[src/rtl/aes_key_sched_buf.sv]
// AES key schedule buffer: expands a 128/256-bit key into NR+1 round keys and streams them in either order.
// Latency: first round key valid NR+2 cycles after key accept; replay streams the next cycle; one key per cycle.
// Backpressure: rk_ready=0 holds rk_data/rk_idx/rk_last; key_ready is high only while idle.
module aes_key_sched_buf #(
    parameter int KEY_BITS = 128
) (
    input  logic         clk,
    input  logic         rst,
    input  logic [255:0] key_in,
    input  logic         key_valid,
    output logic         key_ready,
    input  logic         dir,
    input  logic         replay,
    output logic [127:0] rk_data,
    output logic [3:0]   rk_idx,
    output logic         rk_valid,
    input  logic         rk_ready,
    output logic         rk_last,
    output logic         busy
);

    localparam int NK = KEY_BITS / 32;
    localparam int NR = (KEY_BITS == 256) ? 14 : 10;
    localparam logic [3:0] NR4 = 4'(NR);
    localparam logic [3:0] KW4 = 4'(NK / 4);

    localparam logic [2047:0] SBOX = {
        128'h637c777bf26b6fc53001672bfed7ab76,
        128'hca82c97dfa5947f0add4a2af9ca472c0,
        128'hb7fd9326363ff7cc34a5e5f171d83115,
        128'h04c723c31896059a071280e2eb27b275,
        128'h09832c1a1b6e5aa0523bd6b329e32f84,
        128'h53d100ed20fcb15b6acbbe394a4c58cf,
        128'hd0efaafb434d338545f9027f503c9fa8,
        128'h51a3408f929d38f5bcb6da2110fff3d2,
        128'hcd0c13ec5f974417c4a77e3d645d1973,
        128'h60814fdc222a908846eeb814de5e0bdb,
        128'he0323a0a4906245cc2d3ac629195e479,
        128'he7c8376d8dd54ea96c56f4ea657aae08,
        128'hba78252e1ca6b4c6e8dd741f4bbd8b8a,
        128'h703eb5664803f60e613557b986c11d9e,
        128'he1f8981169d98e949b1e87e9ce5528df,
        128'h8ca1890dbfe6426841992d0fb054bb16
    };

    typedef enum logic [1:0] {IDLE, EXPAND, STREAM} state_t;

    function automatic logic [7:0] sbox(input logic [7:0] b);
        logic [10:0] pos;
        pos = {3'b000, ~b} << 3;
        return SBOX[pos +: 8];
    endfunction

    function automatic logic [31:0] subword(input logic [31:0] w);
        return {sbox(w[31:24]), sbox(w[23:16]), sbox(w[15:8]), sbox(w[7:0])};
    endfunction

    function automatic logic [31:0] rotword(input logic [31:0] w);
        return {w[23:0], w[31:24]};
    endfunction

    function automatic logic [7:0] rcon(input logic [3:0] r);
        case (r)
            4'd1:    return 8'h01;
            4'd2:    return 8'h02;
            4'd3:    return 8'h04;
            4'd4:    return 8'h08;
            4'd5:    return 8'h10;
            4'd6:    return 8'h20;
            4'd7:    return 8'h40;
            4'd8:    return 8'h80;
            4'd9:    return 8'h1b;
            4'd10:   return 8'h36;
            default: return 8'h00;
        endcase
    endfunction

    function automatic logic is_last(input logic [3:0] p, input logic d);
        return d ? (p == 4'd0) : (p == NR4);
    endfunction

    state_t       state;
    logic [31:0]  win [0:7];
    logic [3:0]   cnt;
    logic [3:0]   ptr;
    logic         dir_q;
    logic         stored;
    logic [127:0] store [0:NR];

    logic [31:0]  temp_w;
    logic [31:0]  nw [0:3];
    logic [127:0] wr_rk;
    logic         rot_step;
    logic [3:0]   rc_idx;
    logic [3:0]   ptr_nx;
    logic [3:0]   ptr_start;

    assign key_ready = (state == IDLE);
    assign busy      = (state != IDLE);
    assign ptr_nx    = dir_q ? (ptr - 4'd1) : (ptr + 4'd1);
    assign ptr_start = dir ? NR4 : 4'd0;

    // win holds the last NK schedule words; round key cnt is words 4*cnt..4*cnt+3.
    always_comb begin
        rot_step = (NK == 4) || !cnt[0];
        rc_idx   = (NK == 4) ? cnt : (cnt >> 1);
        temp_w   = rot_step ? (subword(rotword(win[NK-1])) ^ {rcon(rc_idx), 24'h000000})
                            : subword(win[NK-1]);
        nw[0] = win[0] ^ temp_w;
        nw[1] = win[1] ^ nw[0];
        nw[2] = win[2] ^ nw[1];
        nw[3] = win[3] ^ nw[2];
        if (cnt == 4'd0) begin
            wr_rk = {win[0], win[1], win[2], win[3]};
        end else if (cnt < KW4) begin
            wr_rk = {win[4], win[5], win[6], win[7]};
        end else begin
            wr_rk = {nw[0], nw[1], nw[2], nw[3]};
        end
    end

    always_ff @(posedge clk) begin
        if (!rst && state == EXPAND && cnt <= NR4) begin
            store[cnt] <= wr_rk;
        end
    end

    always_ff @(posedge clk) begin
        if (rst) begin
            state    <= IDLE;
            stored   <= 1'b0;
            ptr      <= 4'd0;
            cnt      <= 4'd0;
            dir_q    <= 1'b0;
            rk_valid <= 1'b0;
            rk_data  <= 128'd0;
            rk_idx   <= 4'd0;
            rk_last  <= 1'b0;
        end else begin
            case (state)
                IDLE: begin
                    if (key_valid) begin
                        for (int k = 0; k < 8; k++) begin
                            win[k] <= key_in[255-32*k -: 32];
                        end
                        dir_q  <= dir;
                        stored <= 1'b0;
                        cnt    <= 4'd0;
                        ptr    <= ptr_start;
                        state  <= EXPAND;
                    end else if (replay && stored) begin
                        dir_q    <= dir;
                        ptr      <= ptr_start;
                        rk_data  <= store[ptr_start];
                        rk_idx   <= ptr_start;
                        rk_last  <= is_last(ptr_start, dir);
                        rk_valid <= 1'b1;
                        state    <= STREAM;
                    end
                end
                EXPAND: begin
                    if (cnt <= NR4) begin
                        if (cnt >= KW4) begin
                            for (int k = 0; k < NK - 4; k++) begin
                                win[k] <= win[k+4];
                            end
                            for (int k = 0; k < 4; k++) begin
                                win[NK-4+k] <= nw[k];
                            end
                        end
                        if (cnt == NR4) begin
                            stored <= 1'b1;
                        end
                        cnt <= cnt + 4'd1;
                    end else begin
                        // Spare cycle lets the final store write land before the first read.
                        rk_data  <= store[ptr];
                        rk_idx   <= ptr;
                        rk_last  <= is_last(ptr, dir_q);
                        rk_valid <= 1'b1;
                        state    <= STREAM;
                    end
                end
                STREAM: begin
                    if (rk_ready) begin
                        if (rk_last) begin
                            rk_valid <= 1'b0;
                            rk_data  <= 128'd0;
                            rk_idx   <= 4'd0;
                            rk_last  <= 1'b0;
                            ptr      <= 4'd0;
                            state    <= IDLE;
                        end else begin
                            ptr      <= ptr_nx;
                            rk_data  <= store[ptr_nx];
                            rk_idx   <= ptr_nx;
                            rk_last  <= is_last(ptr_nx, dir_q);
                        end
                    end
                end
                default: state <= IDLE;
            endcase
        end
    end

endmodule

[config.mk]
export PLATFORM = sky130hd
export DESIGN_NAME = aes_key_sched_buf
export DESIGN_NICKNAME = d
export VERILOG_FILES = /design/src/rtl/aes_key_sched_buf.sv
export SDC_FILE = /design/constraint.sdc
export NUM_CORES = 2
export LEC_CHECK = 0
export BUFFER_PORTS_ARGS = -buffer_cell sky130_fd_sc_hd__buf_2
export CAP_MARGIN = 15
export CORE_MARGIN = 1
export CORE_UTILIZATION = 40
export CTS_BUF_LIST = sky130_fd_sc_hd__clkbuf_8
export DETAILED_ROUTE_END_ITERATION = 16
export HOLD_SLACK_MARGIN = 0.15
export RECOVER_POWER = 50
export SLEW_MARGIN = 15
export SYNTH_ARGS = -nofsm -noshare
export SYNTH_HDL_FRONTEND = slang
export SYNTH_SLANG_ARGS = --single-unit
[constraint.sdc]
create_clock -name clk -period 14.7 [get_ports clk]
set_input_delay 1.47 -clock clk [delete_from_list [all_inputs] [get_ports clk]]
set_output_delay 1.47 -clock clk [all_outputs]
set_load 0.01 [all_outputs]
==> impl_metrics.py <==
metrics = {
    "outcome": {
        "run_status": "complete, but fails checks",
        "violations": "capacitance limit, slew limit",
    },
    "global_routing": {
        "grt_pass1_vias": 78200,
        "antenna_found_initial": 25,
        "grt-ovfl-total": 0,
        "grt_usage_pct": 30.4,
        "grt_pass1_wl_um": 577000,
        "grt_max_degree": 163,
    },
    "floorplan": {
        "fp.dieArea_um2": 262000,
        "start_util_pct": 40.3,
        "die_y_um": 512,
        "die_w_um": 512,
        "io_pins": 398,
        "core_area_um2": 258000,
        "row_count": 186,
    },
    "pwr": {
        "p_leak_nw": 36.2,
        "p_per_area_nw_per_um2": 186,
        "vdd_drop_max_uv": 197,
        "fin_total_pwr_mw": 21.3,
    },
    "placement": {
        "gp_congestion": 0.992,
        "io_buffer_count": 397,
        "dp_hpwl_um": 262000,
        "placed_cell_area_um2": 109000,
    },
    "synthesis": {
        "synth-seq-cells": 1822,
        "syn_inst": 8588,
        "async_flop_share_pct": 0,
        "ys_seq_area_share_pct": 51.1,
        "synth_warnings": 0,
        "ys.flop_type": "edfxtp_1",
        "syn_avg_cell_area_um2": 12.1,
        "synth_cell_type_count": 116,
        "syn-num-nets": 8928,
        "synth_edf_count": 1664,
        "syn-cell-area_um2": 104000,
    },
    "final_layout": {
        "drive_above_1_share_pct": 18.1,
        "nNetsFinal": 9070,
        "syn2layout_area_growth_pct": 10.6,
        "design_area_um2": 115000,
        "fillCellCount": 23500,
    },
    "cts": {
        "postCtsHoldBufs": 0,
        "cts_buffers": 327,
        "cts_tree": "yes",
        "cts-resized-gates": 0,
        "cts_buffer_depth": 4,
        "postCtsSetupBuffers": 0,
        "cts.sinks": 1822,
        "cts-root-buf": "clkbuf_8",
        "clock_latency_ns": 1.10,
        "htree_levels": 5,
        "clkTransAtPathRegs_ns": 0.06,
    },
    "worst_setup_path": {
        "worst_setup_path_end_kind": "flop",
        "critPathMaxFanout": 96,
        "crit_path_cell_trace": "clkbuf_1 -> clkbuf_1 -> nor3_1 -> and3_1 -> clkbuf_2",
        "r2r_cells": 7,
        "critPathTopFamily": "buffers and inverters",
        "max_stage_delay_ns": 2.53,
        "crit_buf_inv": 3,
        "worstPathRequired_ns": 14.52,
        "cp-start-kind": "input pin",
        "cp_num_cells": 5,
        "crit_type": "in -> reg",
        "crit_top_cell": "clkbuf_1",
        "slowest_stage": "clkbuf_1",
        "crit_arrival_ns": 10.24,
    },
    "sta": {
        "slew_violations": 1662,
        "post-route-period-util_pct": 70.9,
        "worst_pin_slew_ns": 5.68,
        "max_freq_ghz": 0.0960,
        "final.min_clock_period_ns": 10.42,
        "fin_worst_skew_ns": 0.0952,
        "rsz0062_at_grt": "no",
        "setup_tns_ns": 0,
        "slew_headroom_pct": -278,
        "setup_violations": 0,
        "hold_violations": 0,
    },
    "detailed_routing": {
        "routed_wl_um": 409000,
        "drt-pass1-iter-count": 9,
        "routedWlPerCell_um": 33.1,
        "drcViolationCount": 0,
        "antenna_left": 0,
        "drtIter0Drc": 10300,
        "routed_via_density": 6.55,
        "num_vias": 81000,
    },
    "hold_path": {
        "timing.hold.worst.class": "reg -> reg",
        "hold_path_depth": 2,
    },
    "flow_run": {
        "cap_violations": 37,
    },
}
## synthesized netlist by cell type, types with 16 or more instances
library cell,n,share of area [%]
edfxtp_1,1664,48
nand2_1,731,2.6
a211oi_1,569,4.1
mux2i_1,560,5.4
mux4_2,560,12
clkbuf_1,544,2.0
o21ai_0,534,2.6
a21oi_1,523,2.5
nor2_1,521,1.9
nor2b_1,235,1.4
dfxtp_1,158,3.0
buf_1,125,0.45
buf_2,119,0.57
nand3_1,119,0.57
nor3_1,114,0.55
nand2b_1,101,0.61
xnor2_1,97,0.82
ha_1,77,0.93
o22ai_1,77,0.46
inv_1,66,0.24
a31oi_1,65,0.39
a311oi_1,58,0.49
a22oi_1,52,0.38
o211ai_1,50,0.36
o311ai_0,50,0.42
xor2_1,41,0.35
and2_1,40,0.24
o31ai_1,36,0.26
buf_4,34,0.25
mux2_2,33,0.36
and3_1,32,0.19
o221ai_1,29,0.24
or2_2,28,0.17
a21o_1,25,0.18
or3_1,25,0.15
o32ai_1,24,0.20
nand4_1,23,0.14
a211o_1,22,0.19
xnor3_1,20,0.43
a2111oi_0,19,0.16
nor3b_1,18,0.13
nor4_1,18,0.11
o2111ai_1,18,0.15
a32oi_1,16,0.13
## logic make-up after synthesis
group,count (synthesis),share of synthesized area (%)
simple gates,2071,9.34
flops,1822,51.1
xor+xnor,177,1.93
fa+ha+maj,78,0.947
buf+inv,909,3.63
mux,1154,17.9
compound gates,2377,15.1
## layout make-up
cell class                      count  area [um2]  share of cell area, %
Antenna cell                       11        27.5                 0.0240
Clock buffer                      356        4900                   4.27
Multi-Input combinational cell   5857       47400                   41.3
Clock inverter                    218        1190                   1.04
Sequential cell                  1822       53100                   46.3
Tap cell                         3384        4230                   3.69
Timing Repair Buffer              645        3670                   3.20
Inverter                           77         289                  0.252
## through the flow
step	worst slack (ns)	utilization (%)	hold WS (ns)	instances
floorplan	3.11	-	0.463	8588
global placement	8.53	42.4	0.443	11800
detailed placement	8.57	42.4	0.461	11800
CTS	8.54	44.7	0.467	12400
global route	4.16	44.6	0.492	12400
finish	4.28	44.6	0.468	12400
## flip-flops by register name (all words and copies together) (netlist names), named ones only
| signal | flops |
|---|---|
| state | 2 |
| ptr | 4 |
| rk_valid | 1 |
| store | 1408 |
| win | 256 |
| rk_idx | 4 |
| cnt | 4 |
| dir_q | 1 |
| rk_data | 128 |
| stored | 1 |
| rk_last | 1 |
## report_power, final
part	leakage, nW	switching [mW]	internal (mW)
Combinational	16.4	6.61	3.18
Sequential	16.3	0.334	6.67
Clock	3.47	2.16	2.40
Total	36.2	9.10	12.2
## metal layers
metal / wire (um) / track usage (%) / share of wire (%) / vias up
met5: 103 / 0 / 0.025 / -
li1: - / - / - / 34100
met3: 44000 / 7.09 / 11 / 925
met2: 180000 / 45.8 / 44 / 4943
met4: 23100 / 15.4 / 5.6 / 16
met1: 162000 / 41.0 / 39 / 41000
## cells in the final DEF, fill, tap and decap left out, types with 32 or more instances in the layout
| master | synthesis | routed |
|---|---|---|
| a211oi_1 | 569 | 559 |
| a21oi_1 | 523 | 513 |
| a22oi_1 | 52 | 51 |
| a311oi_1 | 58 | 49 |
| a31oi_1 | 65 | 59 |
| and3_1 | 32 | 32 |
| buf_2 | 119 | 229 |
| buf_4 | 34 | 207 |
| clkbuf_1 | 544 | 194 |
| clkbuf_8 | 0 | 356 |
| clkinv_1 | 8 | 71 |
| dfxtp_1 | 158 | 153 |
| edfxtp_1 | 1664 | 1664 |
| ha_1 | 77 | 76 |
| inv_1 | 66 | 164 |
| mux2_2 | 33 | 33 |
| mux2i_1 | 560 | 560 |
| mux4_2 | 560 | 560 |
| nand2_1 | 731 | 728 |
| nand2b_1 | 101 | 100 |
| nand3_1 | 119 | 120 |
| nor2_1 | 521 | 520 |
| nor2b_1 | 235 | 235 |
| nor3_1 | 114 | 112 |
| o211ai_1 | 50 | 50 |
| o21ai_0 | 534 | 526 |
| o22ai_1 | 77 | 74 |
| o311ai_0 | 50 | 44 |
| o31ai_1 | 36 | 36 |
| xnor2_1 | 97 | 96 |
| xor2_1 | 41 | 41 |
## worst reg2reg max path: cells and delay by family, from the launching register on
kind,cells,cell delay [ns]
adder cells (fa/ha/maj),1,0.51
flip-flops,1,0.33
AND/OR/NAND/NOR,2,2.38
buffers and inverters,4,5.96
## final timing paths
| check | from | to | slack (ns) |
|---|---|---|---|
| min | rk_idx[3] | rk_idx[3] | 0.47 |
| max reg2reg | state[1] | store[6][95] | 5.01 |
| min reg2reg | rk_idx[3] | rk_idx[3] | 0.47 |
| max | rst | store[9][78] | 4.28 |
Note: power is estimated with default switching activity, not from simulation.
